**config.mk**
```make
export PLATFORM = sky130hd
export DESIGN_NAME = fifo_test_ctrl
export DESIGN_NICKNAME = d
export VERILOG_FILES = /design/src/rtl/fifo_test_pkg.sv /design/src/rtl/fifo_test_ctrl.sv
export SDC_FILE = /design/constraint.sdc
export NUM_CORES = 1
export LEC_CHECK = 0
export ABC_AREA = 0
export CORE_ASPECT_RATIO = 2
export CORE_MARGIN = 5
export CORE_UTILIZATION = 48
export DETAILED_ROUTE_END_ITERATION = 10
export GPL_ROUTABILITY_DRIVEN = 0
export PLACE_DENSITY_LB_ADDON = 0.05
export SETUP_SLACK_MARGIN = 0.05
export SLEW_MARGIN = 25
export SYNTH_ARGS = -nofsm -noshare
export SYNTH_HDL_FRONTEND = slang
export SYNTH_SLANG_ARGS = --single-unit
export TNS_END_PERCENT = 1
```
**constraint.sdc**
```tcl
create_clock -name sys_clk_25M -period 1.6 [get_ports sys_clk_25M]
set_input_delay 0.32 -clock sys_clk_25M [delete_from_list [all_inputs] [get_ports sys_clk_25M]]
set_output_delay 0.32 -clock sys_clk_25M [all_outputs]
set_load 0.05 [all_outputs]
```
**src/rtl/fifo_test_pkg.sv**
```systemverilog
// fifo_test_pkg: FSM state encoding and status LED bit positions shared by the FIFO self-test controller
package fifo_test_pkg;
  typedef enum logic [2:0] {
    ST_IDLE,
    ST_WRITE,
    ST_READ,
    ST_DRAIN,
    ST_PASS,
    ST_FAIL
  } state_t;
  localparam int LED_BUSY = 0;
  localparam int LED_PASS = 1;
  localparam int LED_FAIL = 2;
  localparam int LED_HB   = 3;
endpackage

```
**src/rtl/fifo_test_ctrl.sv**
```systemverilog
// fifo_test_ctrl: writes a counting burst into an external FIFO, reads it back, checks it and reports on LEDs
module fifo_test_ctrl
  import fifo_test_pkg::*;
#(
  parameter int DATA_W    = 8,
  parameter int NUM_WORDS = 16,
  parameter int HB_W      = 24
) (
  input  logic              sys_clk_25M,
  input  logic              btn_n_rst,
  input  logic              start_test,
  output logic              fifo_wr_en,
  output logic [DATA_W-1:0] fifo_wr_data,
  input  logic              fifo_full,
  output logic              fifo_rd_en,
  input  logic [DATA_W-1:0] fifo_rd_data,
  input  logic              fifo_empty,
  output logic [3:0]        leds
);
  localparam int CNT_W = $clog2(NUM_WORDS + 1);
  localparam logic [CNT_W-1:0] NUM  = CNT_W'(NUM_WORDS);
  localparam logic [CNT_W-1:0] LAST = CNT_W'(NUM_WORDS - 1);
  localparam logic [CNT_W-1:0] INC  = CNT_W'(1);
  state_t           state;
  logic             start_q, rd_vld, start, miss;
  logic [CNT_W-1:0] wr_cnt, rd_cnt, chk_cnt;
  logic [HB_W-1:0]  hb_cnt;
  assign start        = start_test & ~start_q;
  assign miss         = rd_vld & (fifo_rd_data != DATA_W'(chk_cnt));
  assign fifo_wr_en   = (state == ST_WRITE) & ~fifo_full;
  assign fifo_wr_data = DATA_W'(wr_cnt);
  assign fifo_rd_en   = (state == ST_READ) & ~fifo_empty & (rd_cnt < NUM);
  always_comb begin
    leds           = '0;
    leds[LED_BUSY] = state inside {ST_WRITE, ST_READ, ST_DRAIN};
    leds[LED_PASS] = state == ST_PASS;
    leds[LED_FAIL] = state == ST_FAIL;
    leds[LED_HB]   = hb_cnt[HB_W-1];
  end
  // a read-data mismatch is applied last so it overrides any same-cycle advance
  always_ff @(posedge sys_clk_25M or negedge btn_n_rst) begin
    if (!btn_n_rst) begin
      state   <= ST_IDLE;
      start_q <= 1'b0;
      rd_vld  <= 1'b0;
      wr_cnt  <= '0;
      rd_cnt  <= '0;
      chk_cnt <= '0;
      hb_cnt  <= '0;
    end else begin
      start_q <= start_test;
      hb_cnt  <= hb_cnt + HB_W'(1);
      rd_vld  <= fifo_rd_en;
      case (state)
        ST_IDLE, ST_PASS, ST_FAIL:
          if (start) begin
            wr_cnt  <= '0;
            rd_cnt  <= '0;
            chk_cnt <= '0;
            state   <= ST_WRITE;
          end
        ST_WRITE:
          if (fifo_full) state <= ST_FAIL;
          else begin
            wr_cnt <= wr_cnt + INC;
            if (wr_cnt == LAST) state <= ST_READ;
          end
        ST_READ: begin
          if (fifo_rd_en) begin
            rd_cnt <= rd_cnt + INC;
            if (rd_cnt == LAST) state <= ST_DRAIN;
          end else if (fifo_empty) state <= ST_FAIL;
          if (rd_vld) begin
            if (miss) state <= ST_FAIL;
            else chk_cnt <= chk_cnt + INC;
          end
        end
        ST_DRAIN:
          if (rd_vld) begin
            state <= (miss | ~fifo_empty) ? ST_FAIL : ST_PASS;
            if (!miss) chk_cnt <= chk_cnt + INC;
          end
        default: state <= ST_IDLE;
      endcase
    end
  end
endmodule

```
* After elaboration in Yosys (flattened, before gate mapping)
Index checks and enable logic that the tools add are counted.
** Cells by class
- Add/subtract/negate cells :: 4
- Magnitude comparators :: 1
- Equality and inequality tests :: 15
- Muxes and demuxes :: 19
- Bitwise logic cells :: 9
- Reduce and logical (&&, ||, !) cells :: 11
** Operators with widths (count)
- $pmux 5 s2 :: 3
- $mux 3 :: 9
- $mux 5 :: 5
- $add 24x1->24 const B :: 1
- $add 5x1->5 const B :: 3
- $pmux 3 s4 :: 1
- $eq 5x4->1 const B :: 2
- $ne 2x2->1 const B :: 5
- $reduce_and 3->1 :: 3
- $ne 8x5->1 :: 1
- $eq 3x2->1 const B :: 2
- $eq 3x3->1 const B :: 2
- $reduce_bool 2->1 :: 3
- $and 1x1->1 :: 5
- $lt 5x5->1 const B :: 1
- $reduce_and 4->1 :: 1
- $eq 3x1->1 const B :: 1
- $logic_not 3->1 :: 1
- $ne 3x2->1 const B :: 1
- $not 1->1 :: 3
- $reduce_bool 3->1 :: 1
- $reduce_or 3->1 :: 1
- $ne 2x1->1 const B :: 1
- $reduce_or 2->1 :: 1
- other kinds (2) :: 2
** Storage, ports and cells
- Bits in registers :: 44
- Bits of input ports :: 13

* Depth between registers and ports, before layout
Gate-level depths: netlist of the first run.
- Word-level depth :: 7
- Mapped depth :: 8
- Gate-level depth less buffers :: 8

* Worst setup path after synthesis of the first run
OpenSTA, ideal clock, no wires.
- Path type :: register to register
- From :: register state[2]
- To :: register wr_cnt[0]
- Arrival :: 2.166 ns
- Path slack :: -0.639 ns
- Cell stages (with the launch flop) :: 5
- Path buffers :: 1
- Clock period less this slack :: 2.239 ns
- Path through :: dfrtp_1 > buf_6 > nand2b_1 > nor3_1 > mux2_2
** On the way
- Cells in the longest elaborated chain, start to end :: 4
- Elaborated cells on any way between the ends :: 10
- Classes of those cells :: 5 x eq/ne; 1 x mux; 4 x reduce/logical
** Ends and longest elaborated chain
- from (decl) :: RTL line fifo_test_ctrl.sv:24 : state_t state;
- from (signal assigned) :: RTL line fifo_test_ctrl.sv:80 : state <= (miss | ~fifo_empty) ? ST_FAIL : ST_PASS;
- $eq 3x3->1 or $logic_not 3->1 (tied branches) :: RTL line fifo_test_ctrl.sv:54 : case (state)
- $reduce_or 3->1 :: RTL line fifo_test_ctrl.sv:54
- $ne 2x2->1 (no source line) or $reduce_bool 2->1 (tied branches)
- $reduce_and 3->1 (no source line)
- to (signal assigned) :: RTL line fifo_test_ctrl.sv:65 : wr_cnt <= wr_cnt + INC;
- to (decl) :: RTL line fifo_test_ctrl.sv:26 : logic [CNT_W-1:0] wr_cnt, rd_cnt, chk_cnt;
Several ways; a longest one is shown, not always the timed one.
A chain may end at the register's enable or synchronous reset.

* Worst setup path in the final report of the first run
- From :: register wr_cnt[0]
- To :: register state[0]
** On the way
- Cells in the longest elaborated chain, start to end :: 3
** Ends and longest elaborated chain
- $eq 5x4->1 :: RTL line fifo_test_ctrl.sv:66 : if (wr_cnt == LAST) state <= ST_READ;
- $ne 3x2->1 (no source line)
- $reduce_and 3->1 (no source line)
Every way passes these cells.

==> flow_summary.toml, run 1 <==
[sta]
fin_setup_tns_ns = -1.36
worst_clock_skew_ns = 0.00833
period_needed_ns = 1.83
hold_viol_final = 0
setup_violations = 11
slew-limit-headroom = 0.631
finalCritPeriodShare = 1.14
drv_slew = 0
rsz0062_at_grt = "yes"
tightest_slew_ns = 0.554
fmax_mhz = 548
fin_ws_ns = -0.226

[floorplanning]
core_area_um2 = 4600
die_x_um = 58.5
ios = 27
dieArea_um2 = 6260
start_util = 0.491
die_h_um = 107
rows = 35

[final_layout]
fin_util = 0.697
diodes = 0
finalNetCount = 308
layout-drive-gt1-share = 0.336
areaGrowthSynthToFinish_pct = 41.9
fillers = 355

[detailed_routing]
drt-initial-drc-count = 41
wl_per_cell_um = 15.8
vias = 1850
drtAntennaViolNets = 0
viasPerCell = 5.38
firstDrtPassIters = 4
totalWireLength_um = 5450
drcViolationCount = 0

[synthesis]
yosysUniqueCellTypes = 44
yosysWarnings = 0
synth-async-reset-ratio = 1.00
synth_top_area_frac = 0.488
seq_area_frac_synth = 0.488
synth-edff-count = 0
synth.area.top_cells = "dfrtp_1 (49%), xnor2_1 (9.7%), nor2_1 (3.7%)"
syn-instance-count = 221
yosysMostFrequentCell = "dfrtp_1"
ys.flop_type = "dfrtp_1"
ys_top_cells_by_count = "dfrtp_1 (44), xnor2_1 (25), nor2_1 (22)"
syn_area_um2 = 2260
syn_avg_cell_area_um2 = 10.2
yosysTopAreaCell = "dfrtp_1"
synth_seq_cells = 44

[clock_network]
cts_sinks = 44
h-tree-depth = 2
numCtsBuffers = 5
cts_root_buf = "clkbuf_8"
clk_path_buf_depth = 2
cts_hold_buf = 0
clk_pin_slew_ns = 0.08
cts_tree = "yes"
clk_latency_ns = 0.29

[power]
p_clk_frac = 0.261
p_leak_uw = 0.00148
power_uw = 3770
vdd_drop_max_v = 0.00119
pwr-share-comb = 0.412
p_sw_uw = 1210
pwr_density_cell_nw_per_um2 = 1170
sequentialPowerShare = 0.326
intPower_uw = 2550
sw_frac_of_total = 0.322

[min_path]
hold_class = "in -> async"

[global_route]
antenna_found_initial = 0
overflow = 0
track_usage = 0.185
grt_max_degree = 45
first_global_vias = 2034
grt_pass1_wl_um = 8870

[critical_path]
critPathSlowestCell = "dfrtp_1"
critPathArrivalTime_ns = 2.04
criticalPathCategory = "reg -> reg"
slowest_delay_ns = 0.39
required_ns = 1.81
critPathLaunchType = "flip-flop"
cp_max_fo = 3
crit_path_cell_trace = "ha_1 > and3_1 > ha_1 > nor3_1 > nor2_1 > o211ai_1 > o211ai_1 > o21ai_0"
crit_path_end_kind = "flip-flop"

[run_status]
status = "finished with violations"
violations = "setup timing"

[job]
drv_cap = 0

[placement]
hpwl_um = 4010
pre_cts_ws_ns = -0.377
numPortBuffers = 23
cell families after synthesis:
kind of cell    after synthesis  synth area share
mux                           3            0.0139
flops                        44             0.488
fa+ha+maj                     6            0.0332
other cells                   1           0.00166
buf+inv                      17            0.0421
simple gates                 97             0.233
compound gates               20            0.0609
xor+xnor                     33             0.128
path summary, 6_finish.rpt:
kind / slack (ns) / to / depth (start not counted) / from
worst max-delay path: -0.23 / state[0] / 8 / wr_cnt[0]
worst min-delay path: 0.08 / chk_cnt[0] / 2 / btn_n_rst
worst max register to register: -0.23 / state[0] / 8 / wr_cnt[0]
worst min register to register: 0.47 / hb_cnt[15] / 1 / hb_cnt[15]
max in group asynchronous: 1.10 / state[2] / 2 / btn_n_rst
min in group sys_clk_25M: 0.47 / hb_cnt[15] / 1 / hb_cnt[15]
stage by stage:
| step | hold WS, ns | cell area, µm² | cells |
|---|---|---|---|
| floorplan | 0.0244 | 2270 | 223 |
| global placement | 0.426 | 2910 | 332 |
| detailed placement | 0.440 | 2910 | 332 |
| CTS | 0.116 | 3120 | 343 |
| global route | 0.140 | 3210 | 344 |
| finish | 0.0803 | 3210 | 344 |
cell type report:
class	instances	area [µm²]	share of cell area
well taps	55	68.8	0.0215
flip-flops and latches	44	1100	0.344
clock buffers	5	68.8	0.0215
inverters	7	26.3	0.00820
clock inverters	2	60.1	0.0187
multi-input cells	162	1180	0.369
repair buffers	69	694	0.217
critical path: cells and delay by family (launching register included):
family / cells / cell delay [ns]
DFF: 1 / 0.39
AOI/OAI and AO/OA: 3 / 0.50
and+or+nand+nor: 3 / 0.42
adders and majority gates: 2 / 0.44
sequential cells by signal, summed over array words and instances, names as in the netlist:
| signal | flops |
|---|---|
| rd_vld | 1 |
| chk_cnt | 5 |
| state | 3 |
| hb_cnt | 24 |
| wr_cnt | 5 |
| start_q | 1 |
| rd_cnt | 5 |
timing repair:
| action | in CTS | in global routing |
|---|---|---|
| setup endpoints to repair | 18 | 31 |
| gates resized for setup | 14 | 22 |
| setup buffers | 4 | 1 |
| pin swaps | 4 | 8 |
| gates cloned | 0 | 0 |
power by group through the flow:
stage	combinational, µW	clock, µW	sequential [µW]
6_report	1550	984	1230
5_1_grt	1630	1060	1240
4_1_cts	1500	1010	1230
3_5_place_dp	1380	0	1260
3_3_place_gp	1350	0	1250
2_1_floorplan	556	0	1360
cell usage in the layout (no fill, tap or decap), drive strengths merged, types with 2 or more instances in the layout:
| cell type | n |
|---|---|
| inv | 7 |
| xor2 | 8 |
| o21ai | 7 |
| nand4 | 11 |
| and3 | 4 |
| dfrtp | 44 |
| o211ai | 3 |
| conb | 3 |
| a22o | 2 |
| nand2 | 19 |
| nand3 | 10 |
| nor2 | 23 |
| clkdlybuf4s50 | 10 |
| nor3b | 2 |
| xnor2 | 25 |
| ha | 6 |
| clkbuf | 5 |
| nor3 | 10 |
| mux2i | 2 |
| and4 | 3 |
| nand2b | 4 |
| bufinv | 2 |
| buf | 58 |
| nor4 | 3 |
| or2 | 2 |
routing by layer:
metal	vias to the layer above	routed length, µm	GRT usage	share of wire
met2	34	3270	0.346	0.60
met4	0	184	0.108	0.034
li1	889	-	-	-
met3	15	127	0.0325	0.023
met5	-	0	0	0
met1	912	1870	0.177	0.34
No activity file was read; power rests on OpenSTA's default activity.
==> inputs of run 2 (changes only) <==
==> constraint.sdc (replaced) <==
create_clock -name sys_clk_25M -period 1.6 [get_ports sys_clk_25M]
set_input_delay 0.4 -clock sys_clk_25M [delete_from_list [all_inputs] [get_ports sys_clk_25M]]
set_output_delay 0.4 -clock sys_clk_25M [all_outputs]
set_load 0.05 [all_outputs]
==> run 2 against run 1 <==
  * The flow still finishes with violations (setup timing)
  * Via count is 0.16% lower
  * Combinational power decreased by 8%
  * Critical endpoint is now fifo_rd_en
  * Clock-buffer cell count rose by 3
  * Register-to-register slack better by 0.09 ns
  * Wire length down 2.8%
==> flow_summary.toml, run 2 (same netlist as run 1, synthesis figures left out) <==
[run_status]
status = "finished with violations"
violations = "setup timing"

[critical_path]
required_ns = 1.20
criticalPathCategory = "reg -> out"
critPathLaunchType = "flip-flop"
ff2ff_setup_slack_ns = -0.14
cp_max_fo = 4
r2r_cells = 5
critPathArrivalTime_ns = 1.52
crit_path_end_kind = "primary output"
reg2reg_from = "state[2]"
reg2reg_to = "wr_cnt[0]"

[power]
power_uw = 3370
pwr_density_cell_nw_per_um2 = 1090
p_leak_uw = 0.00142
vdd_drop_max_v = 0.000773

[sta]
fmax_mhz = 521
rsz0062_at_grt = "yes"
period_needed_ns = 1.92
hold_viol_final = 0
setup_violations = 15
fin_ws_ns = -0.318
drv_slew = 0
holdWs_ns = 0.0654
finalCritPeriodShare = 1.20
worst_clock_skew_ns = 0.00554

[global_route]
track_usage = 0.183
grt_max_degree = 45
overflow = 0
grt_pass1_wl_um = 8750
antenna_found_initial = 0
first_global_vias = 2047

[clock_network]
cts_tree = "yes"
cts_hold_buf = 0
clk_latency_ns = 0.29
cts_root_buf = "clkbuf_8"
clk_path_buf_depth = 2
numCtsBuffers = 5
cts_sinks = 44
h-tree-depth = 2
clk_pin_slew_ns = 0.08

[detailed_routing]
drcViolationCount = 0
totalWireLength_um = 5300
viasPerCell = 5.46
firstDrtPassIters = 4
vias = 1847
drtAntennaViolNets = 0
wl_per_cell_um = 15.7
drt-initial-drc-count = 43

[placement]
hpwl_um = 4000
numPortBuffers = 23

[floorplanning]
ios = 27
die_h_um = 107
rows = 35
core_area_um2 = 4600
dieArea_um2 = 6260
start_util = 0.491
die_x_um = 58.5

[final_layout]
top_register = "hb_cnt"
final_cell_mix = "dfrtp_1 (44), buf_4 (35), xnor2_1 (25), nand2_1 (19), nor2_1 (15)"
finalNetCount = 301
diodes = 0
final_common_cell = "dfrtp_1"
areaGrowthSynthToFinish_pct = 37.4
layout-drive-gt1-share = 0.300
largest_reg_flops = 24

[min_path]
hold_class = "in -> async"

[job]
drv_cap = 0
==> run 2: changes by cell type in the layout (fill, tap and decap cells not counted), moves of 2 or more <==
| cell | delta |
|---|---|
| bufinv_16 | -2 |
| dfrtp_2 | -2 |
| dfrtp_1 | +2 |
| clkdlybuf4s50_1 | -2 |
| clkbuf_1 | +2 |
| buf_4 | -8 |
| nor2_1 | -2 |
| o21ai_0 | +2 |
| nor2_2 | +3 |
==> run 2: how the worst max path moves through the flow <==
stage,slack (ns),depth (start not counted),start,end
global route,-0.39,3,state[2],fifo_rd_en
floorplan,-0.35,6,state[2],rd_cnt[3]
global placement,-0.42,7,fifo_rd_data[5],state[0]
detailed placement,-0.49,6,fifo_rd_data[5],state[1]
finish,-0.32,3,state[2],fifo_rd_en
CTS,-0.35,3,state[2],fifo_rd_en
==> run 2: layout make-up <==
class / count / area, µm²
multi-input cells: 162 / 1160
clock buffers: 8 / 90.1
inverters: 7 / 26.3
repair buffers: 62 / 656
fillers: 384 / 1500
well taps: 55 / 68.8
flip-flops and latches: 44 / 1100
==> run 2: critical path: stages (launching register included) <==
cell and delay, ns:
dfrtp_1 0.43, or3b_4 0.44, nor3_4 0.19, buf_12 0.17
==> run 2: layer usage <==
metal | vias to the layer above | global-route usage | wire [µm]
li1 | 877 | - | -
met1 | 920 | 0.161 | 1810
met2 | 34 | 0.358 | 3200
met3 | 16 | 0.0301 | 130
met4 | 0 | 0.108 | 160
met5 | - | 0 | 0
==> run 2: timing repair <==
action / in CTS / in global routing
gates resized for setup: 15 / 13
gates cloned: 0 / 0
setup endpoints to repair: 26 / 30
pin swaps: 3 / 2
setup buffers: 0 / 0
==> run 2: metrics by stage <==
stage | setup WS (ns) | instances | util | setup TNS, ns | instance area [µm²]
floorplan | -0.351 | 223 | - | -2.58 | 2270
global placement | -0.425 | 330 | 0.633 | -5.29 | 2910
detailed placement | -0.486 | 330 | 0.633 | -5.98 | 2910
CTS | -0.349 | 338 | 0.665 | -1.93 | 3060
global route | -0.385 | 338 | 0.675 | -3.71 | 3100
finish | -0.318 | 338 | 0.675 | -1.80 | 3100
==> run 2: where the power goes <==
part / internal [µW] / switching [µW] / leakage, µW / total, µW
clock network: 353 / 362 / 0.0000455 / 714
logic: 691 / 736 / 0.000784 / 1430
registers: 1170 / 57.7 / 0.000592 / 1230
total: 2220 / 1160 / 0.00142 / 3370
==> inputs of run 3 (changes only) <==
--- a/config.mk
+++ b/config.mk
@@ -6,11 +6,13 @@
 export NUM_CORES = 1
 export LEC_CHECK = 0
 export ABC_AREA = 0
+export ABC_CLOCK_PERIOD_IN_PS = 1600
 export CORE_ASPECT_RATIO = 2
 export CORE_MARGIN = 5
 export CORE_UTILIZATION = 48
 export DETAILED_ROUTE_END_ITERATION = 10
 export GPL_ROUTABILITY_DRIVEN = 0
+export HOLD_SLACK_MARGIN = 0.05
 export PLACE_DENSITY_LB_ADDON = 0.05
 export SETUP_SLACK_MARGIN = 0.05
 export SLEW_MARGIN = 25
==> results of run 3 <==
Same layout as run 2: the final DEF is identical, and so are final timing and power.
==> patch: new RTL, config.mk and constraints of run 3 <==
Change the parameter `HB_W` from 24 to 48.
--- a/src/rtl/fifo_test_ctrl.sv
+++ b/src/rtl/fifo_test_ctrl.sv
@@ -4,7 +4,7 @@
 #(
   parameter int DATA_W    = 8,
   parameter int NUM_WORDS = 16,
-  parameter int HB_W      = 24
+  parameter int HB_W      = 48
 ) (
   input  logic              sys_clk_25M,
   input  logic              btn_n_rst,
Function: same outputs for any inputs over 10 cycles, from zero or initial values and one cycle with btn_n_rst low; that may be too few to reach the edited logic, so the function may still have changed.
==> patch against run 3 <==
  * The run still ends with negative setup slack left
  * Synthesized area increased by 50%
  * Worst setup slack improved by 0.12 ns
  * Combinational power decreased by 3%
  * Final cell count increased by 54%
  * Via count increased by 44%
  * Routed wire length increased by 47%
  * Final area increased by 62%
  * Sequential cell count increased by 24
  * Non-clock buffer count increased by 54
  * Total power increased by 53%
  * Count of clock-buffer cells in the layout increased by 5
  * Highest routed layer unchanged
==> patch: results (changes against run 3) <==
first drt pass iteration count 4 (unchanged); M1 wire length 2.70 mm (+50%); clk slew on worst S/H paths 0.05 ns (-0.03 ns); initial antenna violation count 0 (unchanged); delay-heaviest family, CP flip-flops; drt first-iter violations 126 (+190%); top cells by area, synth dfrtp_1, xnor2_1, xor2_1; I/O Buffers 23 (unchanged); Max IR drop VDD 907 µV (+17%); antenna diode count 0 (unchanged); CP Data Arrival Time 1.39 ns (-0.13 ns); first-pass GRT wire length 13.3 mm (+52%); Worst path max stage delay 0.42 ns (-0.02 ns); Max FO, Critical Path 4 (unchanged); top layer in use met4; top post-synthesis cells by count dfrtp_1, xnor2_1, nand3_1; sequential area share after synthesis 50.2% (+1.5 points); DP HPWL 5.45 mm (+36%); reg2reg start state[2]$_DFFE_PN0P_; worst skew pair latency 0.33 ns (+0.04 ns); failing checks negative setup slack; pre-CTS WS -0.612 ns (-0.126 ns); clk root buf clkbuf_16; vias in the first global route 2908 (+42%); Top reg by flops hb_cnt; startpoint types register; PnR worst setup slack -0.194 ns (+0.123 ns); post-route ant nets 0 (unchanged); HP Class input port to asynchronous set/reset pin; Vias/cell 5.11 (-6.5%); final WL 7.80 mm (+47%); asr flop ratio synth 100% (unchanged); CTS H-Tree Depth 3 (+1); status complete, but fails checks; maximum root-to-sink buffer count 2 (unchanged); met2 WL 4.68 mm (+46%); Synth Area in Compound Gates 4.36% (-1.7 points); Clock Skews 0.00523 ns (-0.000312 ns); Slowest-stage cell, CP dfrtp_1; Synth Area in XOR/XNOR 14.7% (+1.9 points); overall routing resource usage 18.9% (+0.61 points); mux cell area share after synthesis 0.332% (-1.1 points); Layout Nets 445 (+48%); Largest register FFs 48 (+100%); Post-Synth Adder-Cell Area 2.22% (-1.1 points); distinct cell type count after synthesis 50 (+14%); maximum number of pins on one net before global-route repair 69 (+53%); synth warn 0 (unchanged); share of post-route cells with drive strength above 1 40.9% (+11 points); CTS buffer count 9 (+4); Fillers 501 (+30%); P_leak 2.46 nW (+73%); met3 WL post-DR 221 µm (+70%); Final setup viols 17 (+2); R2R setup slack -0.14 ns (about the same)
[patch: per-stage QoR]
step / hold slack, ns / util [%] / instances / setup TNS, ns / instance area, µm²
global route: 0.119 / 72.4 / 520 / -3.06 / 5030
CTS: 0.101 / 71.0 / 518 / -1.40 / 4930
global placement: 0.431 / 63.8 / 498 / -9.32 / 4430
finish: 0.0572 / 72.4 / 520 / -0.966 / 5030
detailed placement: 0.446 / 63.8 / 498 / -9.88 / 4430
floorplan: 0.104 / - / 311 / -0.742 / 3400
[patch: path summary, 6_finish.rpt]
path | depth (start not counted) | to
setup / recovery | 4 | fifo_rd_en
hold / removal | 2 | start_q$_DFF_PN0_
setup reg to reg | 5 | chk_cnt[4]$_DFFE_PN0P_
hold reg to reg | 1 | hb_cnt[0]$_DFF_PN0_
max in group asynchronous | 2 | rd_cnt[3]$_DFFE_PN0P_
min in group sys_clk_25M | 1 | start_q$_DFF_PN0_
[patch: layout make-up]
cell class,count,share of cell area (%)
sequential,68,33.9
clock buffer,13,4.98
inverter,9,0.672
clock inverter,2,0.697
multi-input combinational,222,36.1
tap,90,2.24
timing repair buffer,116,21.5
[patch: per-layer routing]
layer | vias to the layer above | GRT usage [%]
met5 | - | 0
met4 | 0 | 8.98
met3 | 13 | 4.69
met2 | 42 | 35.9
met1 | 1301 | 18.9
li1 | 1302 | -
[patch: power by group]
group / internal (W) / leakage (nW) / switching, W
combinational: 0.000656 / 1.40 / 0.000738
sequential: 0.00179 / 0.919 / 0.0000595
clock: 0.00124 / 0.140 / 0.000685
total: 0.00369 / 2.46 / 0.00148
[patch: timing repair]
item,4_1_cts,5_1_grt
pin swaps,22,16
resized for setup,54,25
setup buffers,6,2
endpoints found under the setup margin,48,51
endpoints found under the hold margin,0,0
